$ cat src/rtl/instr_sequencer.sv
// Purpose : instruction-issue front end for simple_cpu; a program store plus a PC that
//           presents each word on instruction_o for exactly the cycles the CU consumes it.
// Latency : start -> PRIME next edge -> first word one edge later; std_op held 3 cycles,
//           loadR/storeR held 4, first word +1; consecutive words are issued with no bubble.
// Backpressure: none; issue is open-loop, timed by the hold counter. start/prog_we are
//           ignored while busy, start is ignored in DONE, and only reset leaves DONE.
//
// Ports:
//   clk_i          rising-edge clock
//   rst_ni         asynchronous active-low reset (program store is not cleared)
//   start_i        1-cycle pulse, begin issuing from address 0 (IDLE only)
//   prog_we_i      program store write enable (honoured in IDLE/DONE only)
//   prog_addr_i    program store write address
//   prog_data_i    program store write data
//   instruction_o  registered instruction to the CU, 0 when not issuing
//   pc_o           address of the instruction currently presented
//   busy_o         1 in PRIME/ISSUE
//   done_o         1 in DONE, sticky until reset
//   retired_o      (RETIRE_COUNT_EN only) count of words that completed their hold
//
// Optional feature macro: RETIRE_COUNT_EN adds the retired_o counter.

module instr_sequencer #(
    parameter int INSTR_WIDTH = 20,
    parameter int PC_BITS     = 5
) (
    input  logic                   clk_i,
    input  logic                   rst_ni,
    input  logic                   start_i,
    input  logic                   prog_we_i,
    input  logic [PC_BITS-1:0]     prog_addr_i,
    input  logic [INSTR_WIDTH-1:0] prog_data_i,
    output logic [INSTR_WIDTH-1:0] instruction_o,
    output logic [PC_BITS-1:0]     pc_o,
    output logic                   busy_o,
    output logic                   done_o
`ifdef RETIRE_COUNT_EN
    ,
    output logic [PC_BITS:0]       retired_o
`endif
);

    typedef enum logic [1:0] {
        S_IDLE  = 2'd0,
        S_PRIME = 2'd1,
        S_ISSUE = 2'd2,
        S_DONE  = 2'd3
    } state_e;

    localparam logic [PC_BITS-1:0] PC_LAST = '1;

    // Cycles a word of the given class stays on the CU input; class 00 is HALT.
    function automatic logic [2:0] hold_len(input logic [1:0] cls);
        case (cls)
            2'b01:   hold_len = 3'd3;
            2'b10:   hold_len = 3'd4;
            2'b11:   hold_len = 3'd4;
            default: hold_len = 3'd0;
        endcase
    endfunction

    logic [INSTR_WIDTH-1:0] mem_q [2**PC_BITS];

    state_e                 state_q, state_d;
    logic [INSTR_WIDTH-1:0] instr_q, instr_d;
    logic [PC_BITS-1:0]     pc_q, pc_d;
    logic [2:0]             cnt_q, cnt_d;
    logic                   busy_q, busy_d;
    logic                   done_q, done_d;

    logic [PC_BITS-1:0]     pc_inc;
    logic [INSTR_WIDTH-1:0] cur_word;
    logic [INSTR_WIDTH-1:0] nxt_word;
    logic [1:0]             cur_cls;
    logic [1:0]             nxt_cls;
    logic                   mem_we;

    assign pc_inc   = pc_q + PC_BITS'(1);
    assign cur_word = mem_q[pc_q];
    // Only meaningful when pc_q is not the last address; the wrap is never used.
    assign nxt_word = mem_q[pc_inc];
    assign cur_cls  = cur_word[INSTR_WIDTH-1 -: 2];
    assign nxt_cls  = nxt_word[INSTR_WIDTH-1 -: 2];

    // The store is frozen while a program runs so the sequence cannot change under us.
    assign mem_we = prog_we_i && ((state_q == S_IDLE) || (state_q == S_DONE));

    always_ff @(posedge clk_i) begin
        if (mem_we) begin
            mem_q[prog_addr_i] <= prog_data_i;
        end
    end

    always_comb begin
        state_d = state_q;
        instr_d = instr_q;
        pc_d    = pc_q;
        cnt_d   = cnt_q;
        case (state_q)
            S_IDLE: begin
                // A simultaneous store write takes priority over start.
                if (start_i && !prog_we_i) begin
                    state_d = S_PRIME;
                    pc_d    = '0;
                end
            end
            S_PRIME: begin
                if (cur_cls == 2'b00) begin
                    state_d = S_DONE;
                end else begin
                    state_d = S_ISSUE;
                    instr_d = cur_word;
                    // Extra cycle covers the CU leaving its RESET state.
                    cnt_d   = hold_len(cur_cls) + 3'd1;
                end
            end
            S_ISSUE: begin
                if (cnt_q == 3'd1) begin
                    if (pc_q == PC_LAST) begin
                        state_d = S_DONE;
                        instr_d = '0;
                        cnt_d   = '0;
                    end else if (nxt_cls == 2'b00) begin
                        state_d = S_DONE;
                        instr_d = '0;
                        pc_d    = pc_inc;
                        cnt_d   = '0;
                    end else begin
                        instr_d = nxt_word;
                        pc_d    = pc_inc;
                        cnt_d   = hold_len(nxt_cls);
                    end
                end else begin
                    cnt_d = cnt_q - 3'd1;
                end
            end
            S_DONE: begin
                state_d = S_DONE;
            end
            default: begin
                state_d = S_IDLE;
            end
        endcase
    end

    // Status flags are registered from the next state so they flip on the entry edge.
    assign busy_d = (state_d == S_PRIME) || (state_d == S_ISSUE);
    assign done_d = (state_d == S_DONE);

    always_ff @(posedge clk_i or negedge rst_ni) begin
        if (!rst_ni) begin
            state_q <= S_IDLE;
            instr_q <= '0;
            pc_q    <= '0;
            cnt_q   <= '0;
            busy_q  <= 1'b0;
            done_q  <= 1'b0;
        end else begin
            state_q <= state_d;
            instr_q <= instr_d;
            pc_q    <= pc_d;
            cnt_q   <= cnt_d;
            busy_q  <= busy_d;
            done_q  <= done_d;
        end
    end

    assign instruction_o = instr_q;
    assign pc_o          = pc_q;
    assign busy_o        = busy_q;
    assign done_o        = done_q;

`ifdef RETIRE_COUNT_EN
    logic [PC_BITS:0] retired_q;
    logic             retire;

    // A word retires on the last cycle of its hold.
    assign retire = (state_q == S_ISSUE) && (cnt_q == 3'd1);

    always_ff @(posedge clk_i or negedge rst_ni) begin
        if (!rst_ni) begin
            retired_q <= '0;
        end else if (retire) begin
            retired_q <= retired_q + (PC_BITS+1)'(1);
        end
    end

    assign retired_o = retired_q;
`endif

endmodule

$ cat config.mk
export PLATFORM = sky130hd
export DESIGN_NAME = instr_sequencer
export DESIGN_NICKNAME = d
export VERILOG_FILES = /design/src/rtl/instr_sequencer.sv
export SDC_FILE = /design/constraint.sdc
export NUM_CORES = 1
export LEC_CHECK = 0
export CAP_MARGIN = 40
export CORE_MARGIN = 4
export CORE_UTILIZATION = 25
export DETAILED_ROUTE_END_ITERATION = 8
export PLACE_DENSITY = 0.39
export SLEW_MARGIN = 20
export SYNTH_ARGS = -nofsm -noshare
export SYNTH_HDL_FRONTEND = slang
export SYNTH_SLANG_ARGS = --single-unit
$ cat constraint.sdc
create_clock -name clk_i -period 4.2 [get_ports clk_i]
set_clock_uncertainty 0.1 [all_clocks]
set_input_delay 0.84 -clock clk_i [delete_from_list [all_inputs] [get_ports clk_i]]
set_output_delay 0.84 -clock clk_i [all_outputs]
set_load 0.005 [all_outputs]
## Word level (Yosys, flattened, before mapping)

Memory sizes are Yosys's and may differ from the RTL's.
Cells that the tools add are included.

| operators by class | value |
|---|---|
| $add $sub $neg | 3 |
| $mul | 0 |
| divide/modulo/power cells | 0 |
| $lt $le $gt $ge | 0 |
| equal/unequal tests | 18 |
| shift-type cells | 0 |
| muxes and demuxes | 26 |
| bitwise gates (word level) | 0 |
| reduce and logical (&&, ||, !) cells | 15 |

Operator list:

| operator | number |
|---|---|
| 20-bit 2-to-1 mux | 4 |
| 20-bit case mux with 2 select lines | 1 |
| 3-bit 2-to-1 mux | 6 |
| 3-bit case mux with 2 select lines | 3 |
| 2-bit == test (second input constant) | 8 |
| 5-bit 2-to-1 mux | 3 |
| 5-bit case mux with 2 select lines | 1 |
| 2-bit by 1-bit == test with 1-bit output (second input constant) | 4 |
| 2-bit 2-to-1 mux | 4 |
| 2-bit case mux with 4 select lines | 1 |
| 2-bit logical NOT | 3 |
| 2-bit inequality test (second input constant) | 3 |
| 5-bit by 1-bit adder with 5-bit output (second input constant) | 1 |
| 5-bit == test (second input constant) | 1 |
| 4-bit AND reduction | 1 |
| 2-bit nonzero test | 2 |
| 2-bit OR reduction | 2 |
| 3-bit by 1-bit adder with 3-bit output (second input constant) | 1 |
| 3-bit by 1-bit == test with 1-bit output (second input constant) | 1 |
| 1-bit 2-to-1 mux | 3 |
| 3-bit AND reduction | 1 |
| 3-bit by 1-bit subtractor with 3-bit output (second input constant) | 1 |
| 1-bit logical AND | 2 |
| 1-bit logical OR | 2 |
| 3 further kinds | 3 |

| storage, ports and cells | value |
|---|---|
| register bits after elaboration | 32 |
| bits in latches | 0 |
| bits in writable memories | 640 |
| ROM bits | 0 |
| bits of input ports | 29 |
| output and inout port bits | 27 |
| word-level logic and storage cells | 69 |
| memories | 1 |

Memory list:

| name | words | bits a word | rd ports | clocked after memory_dff | wr ports | RTL line | RTL |
|---|---|---|---|---|---|---|---|
| mem_q | 32 | 20 | 2 | 0 | 1 | 62 | `logic [INSTR_WIDTH-1:0] mem_q [2**PC_BITS];` |

## Longest topological paths before layout

An unclocked memory read counts as a cell.

| logic depth | value |
|---|---|
| word-level depth | 9 |
| depth in mapped cells | 12 |
| mapped depth without buffers | 9 |

## Worst setup path before layout

No wires, ideal clock.

| timing | value |
|---|---|
| path type | register to register |
| start point | register pc_q[3] (netlist: pc_o[3]) |
| end point | register instr_q[10] (netlist: instruction_o[10]) |
| setup time | 0.086 ns |
| arrival time | 3.118 ns |
| slack | 0.896 ns |
| cell stages (with the launch flop) | 11 |
| buffers on the path | 5 |
| cells stage by stage | dfrtp_1 -> clkbuf_1 -> clkbuf_1 -> buf_1 -> and3_1 -> ha_1 -> buf_1 -> buf_1 -> mux2i_1 -> or2_2 -> a32oi_1 |

| on the way | value |
|---|---|
| longest elaborated chain between the ends | 7 |
| elaborated cells between the ends (all ways) | 12 |
| classes of those cells | add/sub (1); eq/ne (2); mux (5); reduce/logical (3); memory (1) |

Ends and longest elaborated chain:

| item | RTL line | RTL |
|---|---|---|
| start, declared | 66 | `logic [PC_BITS-1:0] pc_q, pc_d;` |
| start signal, assigned | 161 | `pc_q <= pc_d;` |
| 5-bit by 1-bit adder with 5-bit output | 78 | `assign pc_inc = pc_q + PC_BITS'(1);` |
| memory read 32 x 20 bit | - |  |
| 2-bit logical NOT | 123 | `end else if (nxt_cls == 2'b00) begin` |
| 20-bit 2-to-1 mux | 123 |  |
| 20-bit 2-to-1 mux | 119 | `if (pc_q == PC_LAST) begin` |
| 20-bit 2-to-1 mux | 118 | `if (cnt_q == 3'd1) begin` |
| 20-bit case mux with 2 select lines | 99 | `case (state_q)` |
| end signal, assigned | 160 | `instr_q <= instr_d;` |
| end, declared | 65 | `logic [INSTR_WIDTH-1:0] instr_q, instr_d;` |

Several ways; a longest one is shown, not always the timed one. The select of a mux whose other input is x is not followed.
A chain may end at the register's enable or synchronous reset.

## Final worst setup path

| timing | value |
|---|---|
| start point | register pc_q[1] (netlist: pc_o[1]) |
| end point | register instr_q[1] (netlist: instruction_o[1]) |

Same word-level chain as after synthesis.

==> results.rst <==
.. list-table::
   :header-rows: 1

   * - Metric
     - Value
   * - Run status
     - finished clean
   * - Number of DRC markers in iteration 0
     - 1585
   * - Worst hold slack after final layout
     - 0.155 ns
   * - Via count normalized by instance count
     - 5.05
   * - Avg Cell Area, Syn
     - around 21 um^2
   * - Fraction of the yosys area taken by sequential cells
     - a little under two thirds
   * - Top-level port count
     - 56
   * - Startpoint of the worst-slack reg-to-reg timing path
     - pc_o[1]
   * - Half-perimeter wire length after detailed placement
     - 63300 um
   * - FFs w/ async S/R, synth
     - around 4.8%
   * - Highest ir drop seen on vdd
     - approximately 0.37 mV
   * - Final critical-path required period
     - 3.44 ns
   * - Crit Path Category
     - flop to flop
   * - Global-route wire length before repair
     - 145000 um
   * - Synthesized instance count
     - 1474
   * - Routability congestion estimate
     - 0.745
   * - Most common library cell in the layout ignoring fill and taps
     - edfxtp_1
   * - Startpoint class of the critical path
     - flop
   * - Layout cells sized above 1
     - 40.7%
   * - Flops & latches, synth
     - around 670
   * - Number of cell rows
     - 129
   * - Setup fix buffers added after clock tree synthesis
     - 0
   * - Number of cell instances on the worst register-to-register path
     - 9
   * - Signed area change from the synthesized netlist to the final layout
     - 19.1%
   * - Crit Path Max Fanout
     - 22
   * - Hold buffer count at cts
     - 0
   * - CTS clock-pin slew for the worst setup and hold paths
     - roughly 0.06 ns
   * - Sum of overflow across all layers after global routing
     - 0
   * - Final core utilization
     - 30.1%
   * - Net count after synthesis
     - 1513
   * - Maximum capacitance violations
     - 0
   * - Post-route design area
     - 0.0375 mm^2
   * - Via count of the first global-routing pass
     - 17.4k
   * - Total wire length
     - between 100000 and 150000 um
   * - Finish-stage setup viols
     - 0
   * - CTS tree
     - done
   * - Final Slew Violations
     - 0
   * - Number of CTS-inserted buffers
     - 79
   * - WP data required
     - 4.64 ns
   * - Instance area after placement
     - about 0.035 mm^2
   * - Clock insertion delay at the later pin of the skew report
     - between 0.6 and 0.7 ns
   * - Number of enable flip-flop cells after synthesis
     - 640
   * - Static Leak
     - between 0.01 and 0.015 uW
   * - Nature of the critical path endpoint
     - flop
   * - Capture instance of the worst register-to-register path
     - instruction_o[1]
   * - Measured slew at the worst slew-check pin
     - about 0.84 ns
   * - Dominant register cell in the synthesized netlist
     - edfxtp_1
   * - Final Hold Viols
     - 0
   * - Area of the die
     - 0.132 mm^2
   * - Minimum setup slack in the final design
     - between 0.7 and 0.8 ns
   * - Post-route fraction of the period consumed by the critical path
     - 81.9%
   * - Clock H-tree levels
     - 3
   * - Commonest cells after routing, fill and taps aside
     - edfxtp_1 (640), mux4_2 (376), clkbuf_16 (82), mux2i_1 (73), buf_4 (61)
   * - Layout net count
     - between 1.5k and 2k
   * - CP Data Arrival Time
     - 3.88 ns
   * - Number of unique standard cell types used by synthesis
     - 49
   * - Die Height
     - 363 um
   * - Setup slack of the worst register-to-register path
     - 0.76 ns
   * - Starting Density
     - 25.3%
   * - Drc violations
     - 0
   * - Gr usage total
     - 15.9%
   * - Number of nets with antenna violations after detailed routing
     - 0
   * - Clock tree root driver cell
     - clkbuf_16
   * - Total standard cell area after synthesis
     - roughly 0.031 mm^2
   * - Number of warnings printed during yosys synthesis
     - 0
   * - Core outline area
     - 0.124 mm^2
   * - Post-Route Setup TNS
     - 0 ns
   * - Routed vias
     - between 15k and 20k
   * - Area fraction of the dominant cell type after synthesis
     - between 60% and 70%
   * - Number of antenna violations at the first check in global routing
     - 7
   * - First drt pass iteration count
     - 5
   * - Bufs on Longest Clock Path
     - 3
   * - Number of clock sinks
     - approximately 670
   * - F_max
     - between 0.2 and 0.3 GHz
   * - Most area-hungry cell type in the Yosys netlist
     - edfxtp_1
   * - Largest net degree at the start of global routing
     - 102
   * - Area contributors post-synth
     - edfxtp_1 (61%), mux4_2 (27%), dfrtp_1 (2.5%)
   * - DR WL/cell
     - 31.8 um
   * - Slew HR
     - 44.1%
   * - Die Wd
     - 363 um
   * - Class of the worst hold path
     - input pin to asynchronous set/reset pin
   * - Number of buffer cells added on primary ports
     - 55
   * - Power density normalized to cell area
     - 541 mW/mm^2
   * - Number of gates resized after cts
     - 0
   * - RSZ-0062 raised after global routing
     - no
   * - Source of the critical timing path
     - pc_o[1]
   * - Worst setup slack after placement
     - 0.714 ns
   * - CP Capture Point
     - instruction_o[1]
## metal layers
metal	share of wire (%)	global-route usage (%)	vias up
li1	-	-	6701
met1	45	22.3	9265
met2	46	24.9	585
met3	6.0	3.65	140
met4	2.9	4.47	0
met5	0	0	-
## synth_stat cells, types with 2 or more instances
master,number
nor2b_1,5
mux2_2,23
buf_1,7
buf_2,57
or2_0,4
nand2_1,20
o21ai_0,12
dfrtp_1,32
nand3_1,6
inv_1,27
o22ai_1,2
mux4_2,376
a21oi_1,4
ha_1,10
a32oi_1,18
mux2i_1,73
clkbuf_1,12
or2_2,14
and3_1,3
a22oi_1,6
a31o_2,2
a31oi_1,4
or3_1,2
buf_6,11
o211ai_1,2
o21ai_1,18
edfxtp_1,640
nand2b_1,3
buf_4,19
nand3b_1,3
nor2_1,41
## worst max-delay path: stages (launching register included)
cell and delay [ns]:
dfrtp_4 0.50, ha_4 0.41, buf_12 0.23, mux2i_1 0.10, mux4_2 0.46, mux2i_1 0.26
mux2_2 0.29, o211ai_4 0.30, or2_2 0.43, a32oi_1 0.23
## worst min path at each step
stage                                  from           endpoint  slack (ns)  cells after the start
after global placement    instruction_o[18]  instruction_o[18]        0.40                      1
after global routing                 rst_ni   instruction_o[2]        0.17                      1
after CTS                            rst_ni  instruction_o[17]        0.13                      1
after detailed placement  instruction_o[18]  instruction_o[18]        0.41                      1
after floorplan                    cnt_q[1]           cnt_q[1]        0.38                      2
final                                rst_ni   instruction_o[4]        0.16                      1
## state kept, by name, indices dropped and copies added (netlist names)
name and count:
pc_o 5, mem_q 640, instruction_o 20, state_q 2, busy_o 1, cnt_q 3
done_o 1
## report_power, final
| group | switching, uW | internal (uW) | leakage (uW) | total (uW) |
|---|---|---|---|---|
| clock | 2810 | 4160 | 0.00126 | 6970 |
| combinational | 2720 | 2840 | 0.00370 | 5560 |
| sequential | 200 | 7530 | 0.00612 | 7730 |
## kinds of logic after synthesis
logic type | share of synthesized area [%]
fa+ha+maj | 0.398
mux | 30.1
buf+inv | 2.30
flops | 63.7
simple gates | 1.69
xor+xnor | 0.139
compound gates | 1.71
## stage by stage
step | total power (uW) | instances
6_report | 20300 | 3308
3_3_place_gp | 13500 | 3143
3_5_place_dp | 13500 | 3160
5_1_grt | 21100 | 3306
4_1_cts | 20600 | 3306
2_1_floorplan | 11700 | 1474
## area by class of cell
cell class | instances | area [um^2]
repair buffers | 155 | 1680
clock inverters | 44 | 459
flip-flops and latches | 672 | 20000
well taps | 1637 | 2050
fillers | 11981 | 86800
inverters | 27 | 101
clock buffers | 102 | 2150
diodes | 2 | 5.00
multi-input cells | 669 | 11000
(Power assumes the default switching activity.)
